==> config.mk <==
export PLATFORM = sky130hd
export DESIGN_NAME = regression_ctrl_flat
export DESIGN_NICKNAME = d
export VERILOG_FILES = /design/src/rtl/regression_pkg.sv /design/src/rtl/regression_if.sv /design/src/rtl/regression_ctrl_timer.sv /design/src/rtl/regression_ctrl.sv /design/src/flat_wrapper.sv
export SDC_FILE = /design/constraint.sdc
export NUM_CORES = 1
export LEC_CHECK = 0
export CAP_MARGIN = 10
export CORE_MARGIN = 2
export CORE_UTILIZATION = 50
export CTS_BUF_LIST = sky130_fd_sc_hd__clkbuf_4 sky130_fd_sc_hd__clkbuf_8
export CTS_CLUSTER_SIZE = 10
export DETAILED_ROUTE_END_ITERATION = 7
export HOLD_SLACK_MARGIN = 0.02
export PLACE_DENSITY = 0.77
export SYNTH_ARGS = -nofsm -noshare
export SYNTH_HDL_FRONTEND = slang
export SYNTH_SLANG_ARGS = --single-unit
==> constraint.sdc <==
create_clock -name clk -period 6.3 [get_ports clk]
set_input_delay 0.63 -clock clk [delete_from_list [all_inputs] [get_ports clk]]
set_output_delay 0.63 -clock clk [all_outputs]
set_load 0.01 [all_outputs]
==> src/rtl/regression_pkg.sv <==
// Shared types and defaults for the regression sequencer.
package regression_pkg;

    localparam int unsigned CNT_W_DEF  = 11;
    localparam int unsigned N_COEF_DEF = 3;
    localparam int unsigned COEF_W     = 2;

    // Sequencer states; 3-bit encoding covers all eight.
    typedef enum logic [2:0] {
        ST_IDLE   = 3'd0,
        ST_CLEAR  = 3'd1,
        ST_ACCUM  = 3'd2,
        ST_DRAIN  = 3'd3,
        ST_INVERT = 3'd4,
        ST_SOLVE  = 3'd5,
        ST_DONE   = 3'd6,
        ST_ERR    = 3'd7
    } state_e;

    // Width of a down-counter that must hold max(a,b)-1.
    function automatic int unsigned timer_width(input int unsigned a, input int unsigned b);
        int unsigned m;
        m = (a > b) ? a : b;
        return (m < 3) ? 1 : $clog2(m);
    endfunction

endpackage

==> src/rtl/regression_if.sv <==
// Sample stream and datapath control bundle between sequencer and datapath.
interface regression_if;

    logic                              smp_valid;
    logic                              smp_last;
    logic                              smp_ready;
    logic                              acc_clr;
    logic                              acc_en;
    logic                              inv_start;
    logic                              inv_done;
    logic                              coef_en;
    logic [regression_pkg::COEF_W-1:0] coef_idx;

    // Sequencer side.
    modport master (
        input  smp_valid,
        input  smp_last,
        input  inv_done,
        output smp_ready,
        output acc_clr,
        output acc_en,
        output inv_start,
        output coef_en,
        output coef_idx
    );

    // Producer / datapath side.
    modport slave (
        output smp_valid,
        output smp_last,
        output inv_done,
        input  smp_ready,
        input  acc_clr,
        input  acc_en,
        input  inv_start,
        input  coef_en,
        input  coef_idx
    );

endinterface

==> src/rtl/regression_ctrl_timer.sv <==
// Loadable down-counter with zero flag; shared by the drain wait and inverse timeout.
module cycle_timer #(
    parameter int unsigned W = 4
) (
    input  logic         clk,
    input  logic         rst_n,
    input  logic         load,
    input  logic [W-1:0] load_val,
    input  logic         dec,
    output logic         zero_c
);

    logic [W-1:0] cnt_q;
    logic [W-1:0] cnt_d;

    // Load wins over decrement; the count saturates at zero.
    always_comb begin
        cnt_d = cnt_q;
        if (load) begin
            cnt_d = load_val;
        end else if (dec && (cnt_q != '0)) begin
            cnt_d = cnt_q - W'(1);
        end
    end

    // Count register.
    always_ff @(posedge clk or negedge rst_n) begin
        if (!rst_n) begin
            cnt_q <= '0;
        end else begin
            cnt_q <= cnt_d;
        end
    end

    assign zero_c = (cnt_q == '0);

endmodule

==> src/rtl/regression_ctrl.sv <==
// Frame sequencer for the least-squares regression datapath:
// sample intake, accumulator gating, inverse launch and coefficient stepping.
module regression_ctrl
    import regression_pkg::*;
#(
    parameter int unsigned N_SAMPLES   = 1024,
    parameter int unsigned CNT_W       = CNT_W_DEF,
    parameter int unsigned ACC_LAT     = 1,
    parameter int unsigned INV_TIMEOUT = 16,
    parameter int unsigned N_COEF      = N_COEF_DEF
) (
    input  logic             clk,
    input  logic             rst_n,
    input  logic             go,
    regression_if.master     dp,
    output logic [CNT_W-1:0] smp_cnt,
    output logic             busy,
    output logic             done,
    output logic             err
);

    localparam int unsigned       TMR_W     = timer_width(ACC_LAT, INV_TIMEOUT);
    localparam logic [CNT_W-1:0]  LAST_CNT  = CNT_W'(N_SAMPLES - 1);
    localparam logic [COEF_W-1:0] LAST_COEF = COEF_W'(N_COEF - 1);
    localparam logic [TMR_W-1:0]  DRAIN_LD  = TMR_W'(ACC_LAT - 1);
    localparam logic [TMR_W-1:0]  INV_LD    = TMR_W'(INV_TIMEOUT - 1);

    state_e              state_q,     state_d;
    logic [CNT_W-1:0]    cnt_q,       cnt_d;
    logic [COEF_W-1:0]   coef_idx_q,  coef_idx_d;
    logic                smp_ready_q, smp_ready_d;
    logic                acc_clr_q,   acc_clr_d;
    logic                inv_start_q, inv_start_d;
    logic                coef_en_q,   coef_en_d;
    logic                busy_q,      busy_d;
    logic                done_q,      done_d;
    logic                err_q,       err_d;

    logic                hs_c;
    logic                tmr_load;
    logic [TMR_W-1:0]    tmr_val;
    logic                tmr_dec;
    logic                tmr_zero_c;

    assign hs_c = dp.smp_valid & smp_ready_q;

    // One timer: counts ACC_LAT in DRAIN, then the inverse timeout window in INVERT.
    cycle_timer #(
        .W (TMR_W)
    ) u_timer (
        .clk      (clk),
        .rst_n    (rst_n),
        .load     (tmr_load),
        .load_val (tmr_val),
        .dec      (tmr_dec),
        .zero_c   (tmr_zero_c)
    );

    // Next-state, counters and next-cycle outputs.
    always_comb begin
        state_d     = state_q;
        cnt_d       = cnt_q;
        coef_idx_d  = coef_idx_q;
        tmr_load    = 1'b0;
        tmr_val     = '0;
        tmr_dec     = 1'b0;

        case (state_q)
            ST_IDLE: begin
                if (go) state_d = ST_CLEAR;
            end
            ST_CLEAR: begin
                state_d = ST_ACCUM;
            end
            ST_ACCUM: begin
                // An early last still gets counted; the frame then fails.
                if (hs_c) begin
                    cnt_d = cnt_q + CNT_W'(1);
                    if (cnt_q == LAST_CNT) begin
                        state_d = dp.smp_last ? ST_DRAIN : ST_ERR;
                    end else if (dp.smp_last) begin
                        state_d = ST_ERR;
                    end
                end
            end
            ST_DRAIN: begin
                if (tmr_zero_c) state_d = ST_INVERT;
                else            tmr_dec = 1'b1;
            end
            ST_INVERT: begin
                // inv_done coinciding with the launch pulse belongs to an older request.
                if (!inv_start_q && dp.inv_done) begin
                    state_d = ST_SOLVE;
                end else if (tmr_zero_c) begin
                    state_d = ST_ERR;
                end else begin
                    tmr_dec = 1'b1;
                end
            end
            ST_SOLVE: begin
                if (coef_idx_q == LAST_COEF) state_d = ST_DONE;
                else                         coef_idx_d = coef_idx_q + COEF_W'(1);
            end
            ST_DONE: begin
                state_d = ST_IDLE;
            end
            ST_ERR: begin
                if (go) state_d = ST_CLEAR;
            end
            default: begin
                state_d = ST_IDLE;
            end
        endcase

        // Entry actions.
        if (state_d == ST_CLEAR) begin
            cnt_d = '0;
        end
        if (state_q == ST_ACCUM && state_d == ST_DRAIN) begin
            tmr_load = 1'b1;
            tmr_val  = DRAIN_LD;
        end
        if (state_q == ST_DRAIN && state_d == ST_INVERT) begin
            tmr_load = 1'b1;
            tmr_val  = INV_LD;
        end
        if (state_q != ST_SOLVE && state_d == ST_SOLVE) begin
            coef_idx_d = '0;
        end

        smp_ready_d = (state_d == ST_ACCUM);
        acc_clr_d   = (state_d == ST_CLEAR);
        inv_start_d = (state_q == ST_DRAIN) && (state_d == ST_INVERT);
        coef_en_d   = (state_d == ST_SOLVE);
        busy_d      = (state_d != ST_IDLE);
        done_d      = (state_d == ST_DONE);
        err_d       = (state_d == ST_ERR);
    end

    // State, counters and registered outputs.
    always_ff @(posedge clk or negedge rst_n) begin
        if (!rst_n) begin
            state_q     <= ST_IDLE;
            cnt_q       <= '0;
            coef_idx_q  <= '0;
            smp_ready_q <= 1'b0;
            acc_clr_q   <= 1'b0;
            inv_start_q <= 1'b0;
            coef_en_q   <= 1'b0;
            busy_q      <= 1'b0;
            done_q      <= 1'b0;
            err_q       <= 1'b0;
        end else begin
            state_q     <= state_d;
            cnt_q       <= cnt_d;
            coef_idx_q  <= coef_idx_d;
            smp_ready_q <= smp_ready_d;
            acc_clr_q   <= acc_clr_d;
            inv_start_q <= inv_start_d;
            coef_en_q   <= coef_en_d;
            busy_q      <= busy_d;
            done_q      <= done_d;
            err_q       <= err_d;
        end
    end

    assign dp.smp_ready = smp_ready_q;
    assign dp.acc_clr   = acc_clr_q;
    assign dp.acc_en    = hs_c;
    assign dp.inv_start = inv_start_q;
    assign dp.coef_en   = coef_en_q;
    assign dp.coef_idx  = coef_idx_q;
    assign smp_cnt      = cnt_q;
    assign busy         = busy_q;
    assign done         = done_q;
    assign err          = err_q;

endmodule

==> src/flat_wrapper.sv <==
// flat-port wrapper written by rule: the top's interface ports become plain ports
module regression_ctrl_flat import regression_pkg::*;
#(
    parameter int unsigned N_SAMPLES   = 1024,
    parameter int unsigned CNT_W       = CNT_W_DEF,
    parameter int unsigned ACC_LAT     = 1,
    parameter int unsigned INV_TIMEOUT = 16,
    parameter int unsigned N_COEF      = N_COEF_DEF
)
  (clk, rst_n, go, smp_cnt, busy, done, err, dp_smp_valid, dp_smp_last, dp_inv_done, dp_smp_ready, dp_acc_clr, dp_acc_en, dp_inv_start, dp_coef_en, dp_coef_idx);
  regression_if dp_i ();
  input  logic clk;
  input  logic rst_n;
  input  logic go;
  output logic [CNT_W-1:0] smp_cnt;
  output logic busy;
  output logic done;
  output logic err;
  input wire logic [$bits(dp_i.smp_valid)-1:0] dp_smp_valid;
  input wire logic [$bits(dp_i.smp_last)-1:0] dp_smp_last;
  input wire logic [$bits(dp_i.inv_done)-1:0] dp_inv_done;
  output wire logic [$bits(dp_i.smp_ready)-1:0] dp_smp_ready;
  output wire logic [$bits(dp_i.acc_clr)-1:0] dp_acc_clr;
  output wire logic [$bits(dp_i.acc_en)-1:0] dp_acc_en;
  output wire logic [$bits(dp_i.inv_start)-1:0] dp_inv_start;
  output wire logic [$bits(dp_i.coef_en)-1:0] dp_coef_en;
  output wire logic [$bits(dp_i.coef_idx)-1:0] dp_coef_idx;
  assign dp_i.smp_valid = dp_smp_valid;
  assign dp_i.smp_last = dp_smp_last;
  assign dp_i.inv_done = dp_inv_done;
  assign dp_smp_ready = dp_i.smp_ready;
  assign dp_acc_clr = dp_i.acc_clr;
  assign dp_acc_en = dp_i.acc_en;
  assign dp_inv_start = dp_i.inv_start;
  assign dp_coef_en = dp_i.coef_en;
  assign dp_coef_idx = dp_i.coef_idx;
  regression_ctrl #(.N_SAMPLES(N_SAMPLES), .CNT_W(CNT_W), .ACC_LAT(ACC_LAT), .INV_TIMEOUT(INV_TIMEOUT), .N_COEF(N_COEF)) u_core (.clk(clk), .rst_n(rst_n), .go(go), .dp(dp_i), .smp_cnt(smp_cnt), .busy(busy), .done(done), .err(err));
endmodule
==> results of run 1 <==
worst max path at each step:
stage,endpoint,slack (ns),cells after the start
finish,u_core.dp.acc_clr$_DFF_PN0_,3.65,7
global route,u_core.dp.acc_clr$_DFF_PN0_,3.31,7
CTS,u_core.dp.acc_clr$_DFF_PN0_,3.64,7
detailed placement,u_core.dp.coef_idx[0]$_DFFE_PN0P_,3.41,5
global placement,u_core.dp.coef_idx[0]$_DFFE_PN0P_,3.44,5
floorplan,u_core.busy$_DFF_PN0_,4.28,8
per-layer routing:
metal | share of wire | routed length (um) | GRT usage | vias to the layer above
met5 | 0 | 0 | 0 | -
met4 | 0.012 | 33 | 0.06645 | 0
met3 | 0.033 | 93 | 0.03348 | 4
met2 | 0.50 | 1405 | 0.3198 | 18
met1 | 0.46 | 1286 | 0.2496 | 551
li1 | - | - | - | 562
per-stage QoR:
stage	hold slack, ns	cell area, um2	power (mW)	setup slack, ns
5_1_grt	0.5628	1754	0.6949	3.307
6_report	0.5260	1754	0.6368	3.648
3_5_place_dp	0.5046	1724	0.5643	3.414
4_1_cts	0.5278	1754	0.6436	3.636
2_1_floorplan	0.3344	1469	0.4848	4.279
3_3_place_gp	0.5071	1724	0.5514	3.441
cell families after synthesis:
| group | count (synthesis) | share of synthesized area |
|---|---|---|
| simple gates | 52 | 0.2181 |
| compound gates | 30 | 0.1431 |
| flops | 27 | 0.4600 |
| buf+inv | 19 | 0.06815 |
| xor+xnor | 12 | 0.07155 |
| fa+ha+maj | 3 | 0.02556 |
| mux | 2 | 0.01363 |
critical path, delay by kind of cell (launching register included):
family	cells	cell delay, ns
muxes	1	0.34
and+or+nand+nor	4	1.48
buffers and inverters	1	0.09
DFF	1	0.45
adders and majority gates	1	0.21
power by group through the flow:
stage | combinational, mW | sequential (mW) | clock (mW)
2_1_floorplan | 0.227 | 0.258 | 0
3_3_place_gp | 0.289 | 0.262 | 0
3_5_place_dp | 0.300 | 0.265 | 0
4_1_cts | 0.301 | 0.262 | 0.0815
5_1_grt | 0.339 | 0.270 | 0.0862
6_report | 0.297 | 0.262 | 0.0783
layout by cell type (no fill, tap or decap), types with 2 or more instances in the layout:
cell,n
a21oi_1,6
a21oi_2,10
a31oi_1,3
and2_1,2
and3_1,2
clkbuf_4,4
clkdlybuf4s50_1,26
dfrtp_1,27
ha_1,3
inv_1,11
inv_2,2
mux2i_1,2
nand2_1,10
nand3_1,4
nand4_1,2
nor2_1,3
nor2b_1,2
nor3_1,10
nor4_2,3
o21ai_0,3
o21ai_1,4
or3b_1,2
xnor2_1,8
xor2_1,4
flip-flops by register name (all words and copies together), names as in the netlist:
| name | flops |
|---|---|
| u_core.state_q | 3 |
| u_core.dp.coef_idx | 2 |
| u_core.done | 1 |
| u_core.u_timer.cnt_q | 4 |
| u_core.busy | 1 |
| u_core.dp.smp_ready | 1 |
| u_core.smp_cnt | 11 |
| u_core.dp.acc_clr | 1 |
| u_core.dp.coef_en | 1 |
| u_core.err | 1 |
| u_core.dp.inv_start | 1 |
layout make-up:
type                            instances  area share
Inverter                               13     0.02782
Timing Repair Buffer                   27      0.1526
Sequential cell                        27      0.3852
Clock buffer                            4     0.01712
Tap cell                               31     0.02211
Multi-Input combinational cell         99      0.3952
==> results.md, run 1 <==
* Status: complete, no violations
* Vias at 1,135
* Setup repair after global routing missed its margin: no
* P_int at 0.3749 mW
* Non-Filler Instances at 201
* Grt ovf at 0
* Setup TNS at 0 ns
* Final Setup Violations at 0
* FF-to-FF Start: u_core.smp_cnt[0]$_DFFE_PN0P_
* Hold buffers post-CTS at 0
* Area grow syn2layout at 19.42%
* Die width at 58.20 um
* Mean Syn Cell Area at 10.13 um2
* Vias/cell at 5.647
* Routed Antenna Nets at 0
* #FFs+latches synth at 27
* Hold EP: u_core.dp.coef_idx[0]$_DFFE_PN0P_
* Synth Instances at 145
* Total CTS buffers at 3
* Wire length per cell at 14.02 um
* Max-Cap Viols at 0
* YS warnings at 0
* Num ports at 27
* Worst min path class: flip-flop to flip-flop
* DRT Wirelength at 2818 um
* Slew HR at 0.4267
* Post-Syn Area at 0.001469 mm2
* Die Y at 58.20 um
* Clock-pin slew on the worst setup and hold paths at 0.14 ns
* Clk buf depth at 2
* Register-to-register setup slack at 3.65 ns
* Cells along the critical path: ha_1 -> nand3_1 -> nor4_1 -> mux2i_1 -> and2_1 -> inv_2 -> nor3_1
* Final design utilization at 0.6307
* Slowest stage delay, CP at 0.67 ns
* Final Hold Viols at 0
* Sequential power share at 0.411
* H-tree Lvls at 1
* Top-count cell post-synth: dfrtp_1
* # resized after CTS at 0
* Fillers at 236
* Arrival @ worst endpoint at 2.90 ns
* Reg area at 675.6 um2
* Multi-input logic area at 693.2 um2
* Main flop type after synthesis: dfrtp_1
* Initial antenna violation count at 0
* GRT Total Usage at 0.1907
* Worst setup EP type: flip-flop
* Min Tclk post-route at 2.652 ns
* DP Cell Count at 197
* Root Buffer: clkbuf_4
* Leak at 0.7132 nW
* Largest area contributor in the netlist: dfrtp_1
* Comb pwr share at 0.466
* First-pass GRT wire length at 4912 um
* Drt first pass iters at 4
* Die area at 0.003387 mm2
* Crit Path Max Fanout at 16
* # DRC at 0
* Effective utilization at floorplan at 0.5281
* Post-synthesis cell type count at 41
* Port bufs at 26
* Core area at 0.002781 mm2
* Largest net degree at the start of global routing at 28
* PwrDens at 363.0 mW/mm2
* NetSw at 0.2619 mW
* Crit Path Class: flip-flop to flip-flop
* R2R cell count at 7
* Max Clock Skew at 0.005216 ns
* Clock share of power at 0.123
* Fin nets at 180
* Period Utilization, post-route at 0.4210
* N_diodes at 0
* Vias in the first global route at 1,098
* Highest-delay cell along the critical path: and2_1
* Synth top area share at 0.4600
* DRT iter0 DRCs at 26
* Actual slew at the worst max-slew pin at 0.8600 ns
* EDFF count, synth at 0
* Synthesized Nets at 154
* Later-pin clock latency in the skew report at 0.32 ns
* Critical path launch point type: flip-flop
* Fmax at 377.1 MHz
* Slew Limit Fails at 0
* Synth cell count leaders: dfrtp_1 (27), inv_1 (11), a21oi_2 (10), nand2_1 (10), nor3_1 (10)
* Critical R2R Capture: u_core.dp.acc_clr$_DFF_PN0_
* Hold Path Depth at 1
* Setup bufs post-CTS at 0
* # rows at 19
* CTS sink count at 27
* Post-DP HPWL at 2102 um
* CTS tree: yes
* Async SR Flop Fraction at 1.000
* VDD IR max at 305.3 uV
* Layout cell share with drive strength beyond 1 at 0.1471
* Crit. Startpoint: u_core.smp_cnt[0]$_DFFE_PN0P_
* Min-delay src: u_core.dp.coef_idx[0]$_DFFE_PN0P_
* Synth top area cells: dfrtp_1 (46%), a21oi_2 (6.0%), xnor2_1 (4.8%)
* Switching portion of total power at 0.4113
* CP Data Required Time at 6.55 ns
* Placer Congestion at 0.7832
* Part of the Yosys area used for sequential elements at 0.4600
Note: power is estimated with default switching activity, not from simulation.
==> inputs of run 2 (changes only) <==
Clock period 6.3 ns to 2.6 ns, I/O delays scaled along.
==> run 2 against run 1 <==
Compared with the run above: sequential share of layout area down 0.75 points; hold slack lost 0.24 ns; setup slack got worse by 3.3 ns; fmax is 17% higher; largest cell class unchanged; clock power up 130%; non-clock buffer count grew 5; largest power group unchanged; flip-flop and latch count stayed put; sequential power is 140% higher; core utilization is 1.3 points higher.
==> results.md, run 2 (synthesis gave the netlist of run 1 again) <==
* Clk buf depth at 2 (unchanged)
* Slew Limit Fails at 0 (unchanged)
* Die area at 0.003387 mm2 (unchanged)
* Initial antenna violation count at 0 (unchanged)
* # resized after CTS at 0 (unchanged)
* # DRC at 0 (unchanged)
* # rows at 19 (unchanged)
* Placement Cell Area at 0.001762 mm2 (+2.2%)
* CTS sink count at 27 (unchanged)
* VDD IR max at 695.6 uV (+130%)
* CTS tree: yes
* PwrDens at 883.1 mW/mm2 (+140%)
* Leak at 0.7352 nW (+3.1%)
* Die Y at 58.20 um (unchanged)
* Later-pin clock latency in the skew report at 0.33 ns (about the same)
* First-pass GRT wire length at 4968 um (+1.1%)
* Fin nets at 185 (+2.8%)
* Highest-delay cell along the critical path: dfrtp_1
* CP delay by family, top: compound AO/OA/AOI/OAI gates
* Wire length per cell at 13.81 um (-1.5%)
* R2R cell count at 8 (+1)
* Root Buffer: clkbuf_4
* H-tree Lvls at 1 (unchanged)
* Fmax at 439.7 MHz (+17%)
* Area grow syn2layout at 21.81%
* Max-Cap Viols at 0 (unchanged)
* Drt first pass iters at 4 (unchanged)
* GRT Total Usage at 0.1922 (+0.001457)
* Largest register FFs at 11 (unchanged)
* DRT iter0 DRCs at 14 (-46%)
* Setup TNS at 0 ns (unchanged)
* Cells along the critical path: inv_1 -> ha_1 -> nor3b_1 -> nand2_1 -> a311o_1 -> a21oi_2 -> buf_4 -> a21oi_2
* Commonest non-fill, non-tap cell in the layout: dfrtp_1
* Grt ovf at 0 (unchanged)
* Cell mode on critical path: a21oi_2
* Hold buffers post-CTS at 0 (unchanged)
* CP Data Required Time at 2.83 ns (-3.72 ns)
* Port bufs at 26 (unchanged)
* Arrival @ worst endpoint at 2.51 ns (-0.39 ns)
* Max Clock Skew at 0.005169 ns (-0.00004780 ns)
* Vias in the first global route at 1,134 (+3.3%)
* CP Buf/Inv Count at 2 (+1)
* Actual slew at the worst max-slew pin at 0.4412 ns (-0.4188 ns)
* Placer Congestion at 0.7850 (+0.23%)
* Worst min path class: input pin to async pin
* Final Setup Violations at 0 (unchanged)
* Slew HR at 0.7032 (+0.2765)
* Die width at 58.20 um (unchanged)
* Register-to-register setup slack at 0.33 ns (-3.32 ns)
* Stages on the worst setup path at 8 (+1)
* Crit Path Class: flip-flop to flip-flop
* N_diodes at 0 (unchanged)
* Setup bufs post-CTS at 0 (unchanged)
* Clock-pin slew on the worst setup and hold paths at 0.14 ns (about the same)
* Post-DP HPWL at 2250 um (+7.0%)
* Final Hold Viols at 0 (unchanged)
* Status: complete, no violations
* Core area at 0.002781 mm2 (unchanged)
* Setup repair after global routing missed its margin: no
* Total CTS buffers at 3 (unchanged)
* Commonest non-fill, non-tap cells in the layout: dfrtp_1 (27), clkdlybuf4s50_1 (26), inv_1 (11)
* Routed Antenna Nets at 0 (unchanged)
* Largest net degree at the start of global routing at 28 (unchanged)
* DRT Wirelength at 2844 um (+0.92%)
* Crit Path Max Fanout at 7 (-9)
* Vias at 1,140 (+0.44%)
* Period Utilization, post-route at 0.8748 (+0.4538)
* Layout cell share with drive strength beyond 1 at 0.1714 (+0.02437)
* Post-route design area at 0.001789 mm2 (+2.0%)
* Effective utilization at floorplan at 0.5281 (unchanged)
* Slowest stage delay, CP at 0.40 ns (-0.27 ns)
* Worst setup EP type: flip-flop
* Vias/cell at 5.534 (-2.0%)
* Num ports at 27 (unchanged)
* Min Tclk post-route at 2.275 ns (-0.3777 ns)
* Critical path launch point type: flip-flop
==> run 2: cell count changes in the layout (fill, tap and decap cells not counted) <==
cell	before	now
buf_4	1	6
clkbuf_4	4	3
clkinv_2	0	1
==> run 2: worst paths after layout <==
check | from | endpoint
max | u_core.u_timer.cnt_q[0]$_DFFE_PN0P_ | u_core.smp_cnt[5]$_DFFE_PN0P_
min | rst_n | u_core.dp.inv_start$_DFF_PN0_
max reg2reg | u_core.u_timer.cnt_q[0]$_DFFE_PN0P_ | u_core.smp_cnt[5]$_DFFE_PN0P_
min reg2reg | u_core.dp.coef_idx[0]$_DFFE_PN0P_ | u_core.dp.coef_idx[0]$_DFFE_PN0P_
max in group asynchronous | rst_n | u_core.dp.coef_idx[1]$_DFFE_PN0P_
min in group clk | u_core.dp.coef_idx[0]$_DFFE_PN0P_ | u_core.dp.coef_idx[0]$_DFFE_PN0P_
==> run 2: final cells by class <==
| type | count | area (um2) |
|---|---|---|
| Clock inverter | 1 | 5.005 |
| Multi-Input combinational cell | 99 | 693.2 |
| Fill cell | 234 | 992.2 |
| Inverter | 13 | 48.80 |
| Clock buffer | 3 | 22.52 |
| Timing Repair Buffer | 32 | 305.3 |
| Tap cell | 31 | 38.79 |
| Sequential cell | 27 | 675.6 |
==> run 2: where the power goes <==
| group | leakage, nW | switching (mW) | total (mW) | internal [mW] |
|---|---|---|---|---|
| Combinational | 0.369 | 0.414 | 0.769 | 0.354 |
| Sequential | 0.348 | 0.109 | 0.633 | 0.524 |
| Clock | 0.0177 | 0.121 | 0.178 | 0.0579 |
| Total | 0.735 | 0.644 | 1.58 | 0.936 |
==> run 2: routing by layer <==
metal | global-route usage | vias up | wire length, um
met1 | 0.2432 | 545 | 1283
met5 | 0 | - | 0
met4 | 0.03987 | 0 | 23
li1 | - | 569 | -
met3 | 0.06696 | 5 | 145
met2 | 0.3198 | 21 | 1391
==> run 2: metrics by stage <==
stage	utilization	std cells	hold WS (ns)	worst slack [ns]	total power [mW]
floorplan	-	145	-0.03559	0.5794	1.175
global route	0.6433	206	0.3011	0.1668	1.715
CTS	0.6433	206	0.2825	0.3378	1.597
global placement	0.6334	202	0.5124	0.3667	1.377
finish	0.6433	206	0.2811	0.3255	1.580
detailed placement	0.6334	202	0.5288	0.3244	1.416
